===== src/rtl/mips_pkg.sv =====
// Shared fetch-stage constants, state encoding and instruction field helpers.
package mips_pkg;

  localparam int unsigned ADDR_W = 8;
  localparam int unsigned INS_W  = 20;

  localparam logic [INS_W-1:0]  NOP_WORD = 20'h00000;
  localparam logic [ADDR_W-1:0] RESET_PC = 8'h00;

  // Opcode field shared with StallControl_Block.
  localparam int unsigned OPC_MSB = 19;
  localparam int unsigned OPC_LSB = 15;

  typedef enum logic [1:0] {
    BOOT,
    RUN,
    HOLD
  } fetch_state_e;

  function automatic logic [OPC_MSB-OPC_LSB:0] opcode_of(input logic [INS_W-1:0] word);
    return word[OPC_MSB:OPC_LSB];
  endfunction

endpackage


===== src/rtl/instruction_fetch_unit_if.sv =====
// Fetch-stage bus: stall/jump controls in, program memory and issue path.
interface instruction_fetch_unit_if;
  import mips_pkg::*;

  logic              stall;
  logic              stall_pm;
  logic              jump_en;
  logic [ADDR_W-1:0] jump_addr;
  logic [INS_W-1:0]  pm_data;
  logic [ADDR_W-1:0] pm_addr;
  logic [INS_W-1:0]  ins_pm;
  logic [ADDR_W-1:0] ins_pc;
  logic              ins_valid;

  // Fetch unit side.
  modport master (
    input  stall, stall_pm, jump_en, jump_addr, pm_data,
    output pm_addr, ins_pm, ins_pc, ins_valid
  );

  // Environment side: stall control, decode and program memory.
  modport slave (
    output stall, stall_pm, jump_en, jump_addr, pm_data,
    input  pm_addr, ins_pm, ins_pc, ins_valid
  );

endinterface


===== src/rtl/pc_register.sv =====
// Program counter with next-PC priority mux and wrap-around increment.
module pc_register
  import mips_pkg::*;
(
  input  logic              clk,
  input  logic              reset,
  input  logic              jump_en_i,
  input  logic [ADDR_W-1:0] jump_addr_i,
  input  logic              hold_i,
  output logic [ADDR_W-1:0] next_pc_o,
  output logic [ADDR_W-1:0] pc_o
);

  logic [ADDR_W-1:0] pc_q;
  logic [ADDR_W-1:0] pc_d;

  // Next-PC priority: reset, jump, hold, increment (wraps naturally).
  always_comb begin
    pc_d = pc_q + ADDR_W'(1);
    if (reset) begin
      pc_d = RESET_PC;
    end else if (jump_en_i) begin
      pc_d = jump_addr_i;
    end else if (hold_i) begin
      pc_d = pc_q;
    end
  end

  // PC register, loaded every cycle.
  always_ff @(posedge clk) begin
    if (reset) begin
      pc_q <= RESET_PC;
    end else begin
      pc_q <= pc_d;
    end
  end

  assign next_pc_o = pc_d;
  assign pc_o      = pc_q;

endmodule


===== src/rtl/instruction_fetch_unit.sv =====
// Fetch stage: owns the PC, drives program memory, issues or re-issues words.
module instruction_fetch_unit
  import mips_pkg::*;
(
  input  logic                      clk,
  input  logic                      reset,
  instruction_fetch_unit_if.master  bus
);

  fetch_state_e      state_q, state_d;
  logic [INS_W-1:0]  hold_q, hold_d;
  logic [ADDR_W-1:0] hold_pc_q, hold_pc_d;
  logic [ADDR_W-1:0] pc_q;
  logic [ADDR_W-1:0] next_pc;
  logic              pc_hold;
  logic [INS_W-1:0]  issue_word;
  logic [ADDR_W-1:0] issue_pc;
  logic              issue_valid;

  // BOOT re-requests RESET_PC so its word is the first one issued in RUN.
  assign pc_hold = bus.stall || (state_q == BOOT);

  pc_register u_pc_register (
    .clk         (clk),
    .reset       (reset),
    .jump_en_i   (bus.jump_en),
    .jump_addr_i (bus.jump_addr),
    .hold_i      (pc_hold),
    .next_pc_o   (next_pc),
    .pc_o        (pc_q)
  );

  // State register.
  always_ff @(posedge clk) begin
    if (reset) begin
      state_q <= BOOT;
    end else begin
      state_q <= state_d;
    end
  end

  // Next-state logic; a jump outside BOOT always returns to RUN.
  always_comb begin
    state_d = state_q;
    unique case (state_q)
      BOOT:    state_d = RUN;
      RUN:     if (bus.stall_pm) state_d = HOLD;
      HOLD:    if (!bus.stall_pm) state_d = RUN;
      default: state_d = RUN;
    endcase
    if (bus.jump_en && (state_q != BOOT)) begin
      state_d = RUN;
    end
  end

  // Issue mux: NOP during reset/BOOT, held word under stall_pm, else memory data.
  always_comb begin
    issue_word  = NOP_WORD;
    issue_pc    = pc_q;
    issue_valid = 1'b0;
    if (reset) begin
      issue_pc = RESET_PC;
    end else if (state_q == BOOT) begin
      issue_pc = pc_q;
    end else if (bus.stall_pm) begin
      issue_word  = hold_q;
      issue_pc    = hold_pc_q;
      issue_valid = 1'b1;
    end else begin
      issue_word  = bus.pm_data;
      issue_pc    = pc_q;
      issue_valid = 1'b1;
    end
    hold_d    = issue_word;
    hold_pc_d = issue_pc;
  end

  // Hold registers track the issued word, so they keep their value under stall_pm.
  always_ff @(posedge clk) begin
    if (reset) begin
      hold_q    <= NOP_WORD;
      hold_pc_q <= RESET_PC;
    end else begin
      hold_q    <= hold_d;
      hold_pc_q <= hold_pc_d;
    end
  end

  assign bus.pm_addr   = next_pc;
  assign bus.ins_pm    = issue_word;
  assign bus.ins_pc    = issue_pc;
  assign bus.ins_valid = issue_valid;

endmodule


===== src/flat_wrapper.sv =====
// flat-port wrapper written by rule: the top's interface ports become plain ports
module instruction_fetch_unit_flat import mips_pkg::*;
  (clk, reset, bus_stall, bus_stall_pm, bus_jump_en, bus_jump_addr, bus_pm_data, bus_pm_addr, bus_ins_pm, bus_ins_pc, bus_ins_valid);
  instruction_fetch_unit_if bus_i ();
  input  logic clk;
  input  logic reset;
  input wire logic [$bits(bus_i.stall)-1:0] bus_stall;
  input wire logic [$bits(bus_i.stall_pm)-1:0] bus_stall_pm;
  input wire logic [$bits(bus_i.jump_en)-1:0] bus_jump_en;
  input wire logic [$bits(bus_i.jump_addr)-1:0] bus_jump_addr;
  input wire logic [$bits(bus_i.pm_data)-1:0] bus_pm_data;
  output wire logic [$bits(bus_i.pm_addr)-1:0] bus_pm_addr;
  output wire logic [$bits(bus_i.ins_pm)-1:0] bus_ins_pm;
  output wire logic [$bits(bus_i.ins_pc)-1:0] bus_ins_pc;
  output wire logic [$bits(bus_i.ins_valid)-1:0] bus_ins_valid;
  assign bus_i.stall = bus_stall;
  assign bus_i.stall_pm = bus_stall_pm;
  assign bus_i.jump_en = bus_jump_en;
  assign bus_i.jump_addr = bus_jump_addr;
  assign bus_i.pm_data = bus_pm_data;
  assign bus_pm_addr = bus_i.pm_addr;
  assign bus_ins_pm = bus_i.ins_pm;
  assign bus_ins_pc = bus_i.ins_pc;
  assign bus_ins_valid = bus_i.ins_valid;
  instruction_fetch_unit u_core (.clk(clk), .reset(reset), .bus(bus_i));
endmodule

===== config.mk =====
export PLATFORM = sky130hd
export DESIGN_NAME = instruction_fetch_unit_flat
export DESIGN_NICKNAME = d
export VERILOG_FILES = /design/src/rtl/mips_pkg.sv /design/src/rtl/instruction_fetch_unit_if.sv /design/src/rtl/pc_register.sv /design/src/rtl/instruction_fetch_unit.sv /design/src/flat_wrapper.sv
export SDC_FILE = /design/constraint.sdc
export NUM_CORES = 1
export LEC_CHECK = 0
export CORE_UTILIZATION = 40
export CTS_CLUSTER_DIAMETER = 100
export DETAILED_ROUTE_END_ITERATION = 10
export GPL_ROUTABILITY_DRIVEN = 0
export PLACE_DENSITY = 0.76
export SLEW_MARGIN = 30
export SYNTH_ARGS = -nofsm -noshare
export SYNTH_HDL_FRONTEND = slang
export SYNTH_SLANG_ARGS = --single-unit

===== constraint.sdc =====
create_clock -name clk -period 3 [get_ports clk]
set_clock_uncertainty 0.1 [all_clocks]
set_input_delay 0.45 -clock clk [delete_from_list [all_inputs] [get_ports clk]]
set_output_delay 0.45 -clock clk [all_outputs]
set_load 0.1 [all_outputs]

==> tab_implementation.tex, run 1 <==
\begin{tabular}{lr}
\hline
Metric & Value \\
\hline
\multicolumn{2}{l}{\textbf{Pwr}} \\
Power Density & 474 nW/um2 \\
Proportion of power drawn by combinational gates & 32.1\% \\
Internal power contribution & 0.950 mW \\
LEAKAGE & 1.26 nW \\
Share of total power in sequential cells & 38.5\% \\
Final Total Pwr & 1.42 mW \\
Worst-case vdd ir drop & 0.347 mV \\
Switching part of the total & 33.1\% \\
NetSw & 0.471 mW \\
Clock network power share & 29.4\% \\
\multicolumn{2}{l}{\textbf{Worst setup path}} \\
WP data required & 2450 ps \\
Startpoint class of the critical path & input pin \\
Critical path type & in -> out \\
Setup slack on the worst flop-to-flop path & 1250 ps \\
Worst r2r src & u\_core.u\_pc\_register.pc\_o[0]\$\_SDFF\_PP0\_ \\
Worst r2r path cells & 4 \\
CP Capture Type & output pin \\
Worst R2R End & u\_core.u\_pc\_register.pc\_o[6]\$\_SDFF\_PP0\_ \\
Crit path DAT & 2150 ps \\
Highest fanout seen on the critical path & 6 \\
\multicolumn{2}{l}{\textbf{STA}} \\
Minimum hold slack & 391 ps \\
Final period demand of the worst path & 2700 ps \\
Final TNS setup & 0 ps \\
Slew Limit Fails & 0 \\
Slew at the pin with the worst max-slew slack & 866 ps \\
RSZ-0062 raised after global routing & false \\
Total count of hold-check failures in the final report & 0 \\
Headroom to the max-slew limit & 42.3\% \\
Setup violation total in the final timing report & 0 \\
Crit path setup slack, layout & 298 ps \\
Portion of the clock cycle consumed by the worst path in the final layout & 90.1\% \\
Maximum operating frequency & 370 MHz \\
\multicolumn{2}{l}{\textbf{Final layout}} \\
Most frequent cells in the layout & nor2\_1 (63), buf\_12 (38), dfxtp\_1 (38) \\
Area grow syn2layout & 74.9\% \\
Antenna diode count & 0 \\
Fraction of final layout cells with drive strength greater than 1 & 24.6\% \\
Most common cell after layout, fill and taps aside & nor2\_1 \\
Sequential Area & 761 um2 \\
Combined area of the multi-input logic cells & 932 um2 \\
FILL cells & 278 \\
Finished Layout Cells & 314 \\
Final Instance Area & 3000 um2 \\
Nets@finish & 297 \\
Final cell utilization of the core & 73.9\% \\
\multicolumn{2}{l}{\textbf{Placed design}} \\
Standard cell area after detailed placement & 2890 um2 \\
Port-buffer cells & 69 \\
Worst slack at placement & 308 ps \\
Half-perimeter wire length after placement & 3.14 mm \\
Total instance count after detailed placement & 306 \\
\multicolumn{2}{l}{\textbf{GRT}} \\
First-pass GRT wire length & 6.98 mm \\
GR Util All Layers & 21.1\% \\
Antenna violations before repair & 0 \\
Largest net degree at the start of global routing & 33 \\
Number of global-route vias before repair & 1585 \\
Global route overflow & 0 \\
\multicolumn{2}{l}{\textbf{CTS}} \\
CTS H-Tree Depth & 2 \\
Clock latency at the later pin of the worst-skew pair & 280 ps \\
Cells resized by post-CTS repair & 0 \\
Cell chosen for the clock root & clkbuf\_8 \\
Number of buffers on the longest clock path & 2 \\
Post-CTS Setup Bufs & 0 \\
CTS tree & built \\
Count of hold buffers inserted by post-cts repair & 0 \\
Clock-pin slew on the worst setup and hold paths & 70 ps \\
Number of sinks driven by the clock tree & 38 \\
TritonCTS Buffers & 5 \\
\multicolumn{2}{l}{\textbf{Drt}} \\
Total Wirelength & 4.29 mm \\
Ratio of routed vias to standard cells & 5.24 \\
ANT nets after route & 0 \\
DRT Pass-1 Iters & 4 \\
Per-cell routed wire length & 13.7 um \\
Post-route DRC & 0 \\
Drt first-iter violations & 76 \\
Routed vias & 1645 \\
\multicolumn{2}{l}{\textbf{Synthesis}} \\
Net count of the mapped netlist & 229 \\
Post-synth cell types & 30 \\
Per-instance average area after synthesis & 8.79 um2 \\
Post-Syn Area & 1710 um2 \\
Count of flip-flops with a built-in enable after synthesis & 0 \\
Async set or reset register ratio after synthesis & 0\% \\
Count of warnings emitted by yosys & 0 \\
Fraction of the yosys area taken by sequential cells & 44.4\% \\
Gate count after technology mapping & 195 \\
Number of flip-flops and latches in the synthesized netlist & 38 \\
Prevailing post-synth register cell & dfxtp\_1 \\
\multicolumn{2}{l}{\textbf{Hold path}} \\
Type of the most critical hold path & reg -> reg \\
End of the worst hold path & u\_core.hold\_pc\_q[2]\$\_SDFF\_PP0\_ \\
Worst hold path stage count & 2 \\
Worst hold start & u\_core.hold\_pc\_q[2]\$\_SDFF\_PP0\_ \\
\multicolumn{2}{l}{\textbf{Die}} \\
Number of rows created at floorplan & 23 \\
Die width & 67.5 um \\
Initial cell density of the core & 42.2\% \\
DIE HEIGHT & 67.5 um \\
Die outline area & 4550 um2 \\
Core Box Area & 4060 um2 \\
Io pins & 70 \\
\multicolumn{2}{l}{\textbf{Status}} \\
Status & finished, final reports clean \\
\multicolumn{2}{l}{\textbf{Job}} \\
Max-cap check violation count & 0 \\
\hline
\end{tabular}
[synth_stat cells, drive strengths merged (2+ instances only)]
master / instances / area share, %
and3: 3 / 1.1
clkbuf: 10 / 2.2
o21bai: 3 / 1.3
buf: 4 / 1.5
a31oi: 2 / 0.73
or3: 4 / 1.5
dfxtp: 38 / 44
a211oi: 3 / 1.3
nor2: 63 / 14
nand3: 2 / 0.58
mux2i: 28 / 16
a2111oi: 2 / 1.0
o211ai: 2 / 0.88
inv: 4 / 0.88
a311oi: 8 / 4.1
nand2: 3 / 0.66
o21ai: 6 / 2.0
[power groups by stage]
stage / clock, mW / combinational [mW] / sequential [mW]
after floorplan: 0 / 0.285 / 0.550
after global placement: 0 / 0.450 / 0.557
after detailed placement: 0 / 0.455 / 0.558
after CTS: 0.424 / 0.458 / 0.547
after global routing: 0.450 / 0.477 / 0.550
final: 0.417 / 0.456 / 0.547
[registers in the layout (all words and copies together), names as in the netlist]
register,flops
u_core.u_pc_register.pc_o,8
u_core.hold_q,20
u_core.state_q,2
u_core.hold_pc_q,8
[worst max-delay path: stages]
cell and delay, ps:
clkdlybuf4s50_1 440, nand4b_2 270, or3_1 450, a311oi_4 330, buf_12 210
[metal layers]
layer,GRT usage [%],vias up,part of all wire (%)
met5,0,-,0
met1,23.8,756,41
met4,6.91,0,1.4
met3,10.6,8,9.8
met2,34.0,68,47
li1,-,813,-
[how the worst max path moves through the flow]
| stage | from | to | slack, ps | cells past startpoint |
|---|---|---|---|---|
| after floorplan | bus_stall | bus_pm_addr[2] | -320 | 3 |
| after global placement | bus_stall | bus_pm_addr[5] | 350 | 5 |
| after detailed placement | bus_stall | bus_pm_addr[5] | 310 | 5 |
| after CTS | bus_stall | bus_pm_addr[5] | 300 | 5 |
| after global routing | bus_stall | bus_pm_addr[5] | 260 | 5 |
| final | bus_stall | bus_pm_addr[5] | 300 | 5 |
[cell families (layout without fill, tap and decap cells)]
family	count (synthesis)	after routing	synth area share, %
adder cells (fa/ha/maj)	1	1	0.730
AND/OR/NAND/NOR	80	80	20.5
XOR/XNOR	2	2	1.02
buffers and inverters	18	87	4.60
flip-flops	38	38	44.4
multiplexers	28	28	16.4
AO/OA/AOI/OAI	28	28	12.4
[layout make-up]
cell class	count	share of cell area (%)
timing repair buffer	75	37.3
tap	50	2.09
clock inverter	3	1.34
multi-input combinational	139	31.1
inverter	4	0.501
clock buffer	5	2.30
sequential	38	25.4
(Power assumes the default switching activity.)
==> inputs of run 2 (changes only) <==
- CTS_BUF_LIST: default -> sky130_fd_sc_hd__clkbuf_8
==> results of run 2 <==
Final layout, timing and power as in run 1 (identical DEF).
==> inputs of run 3 (changes only) <==
- SLEW_MARGIN: 30 -> 10
==> results of run 3 <==
Final layout, timing and power as in run 1 (identical DEF).
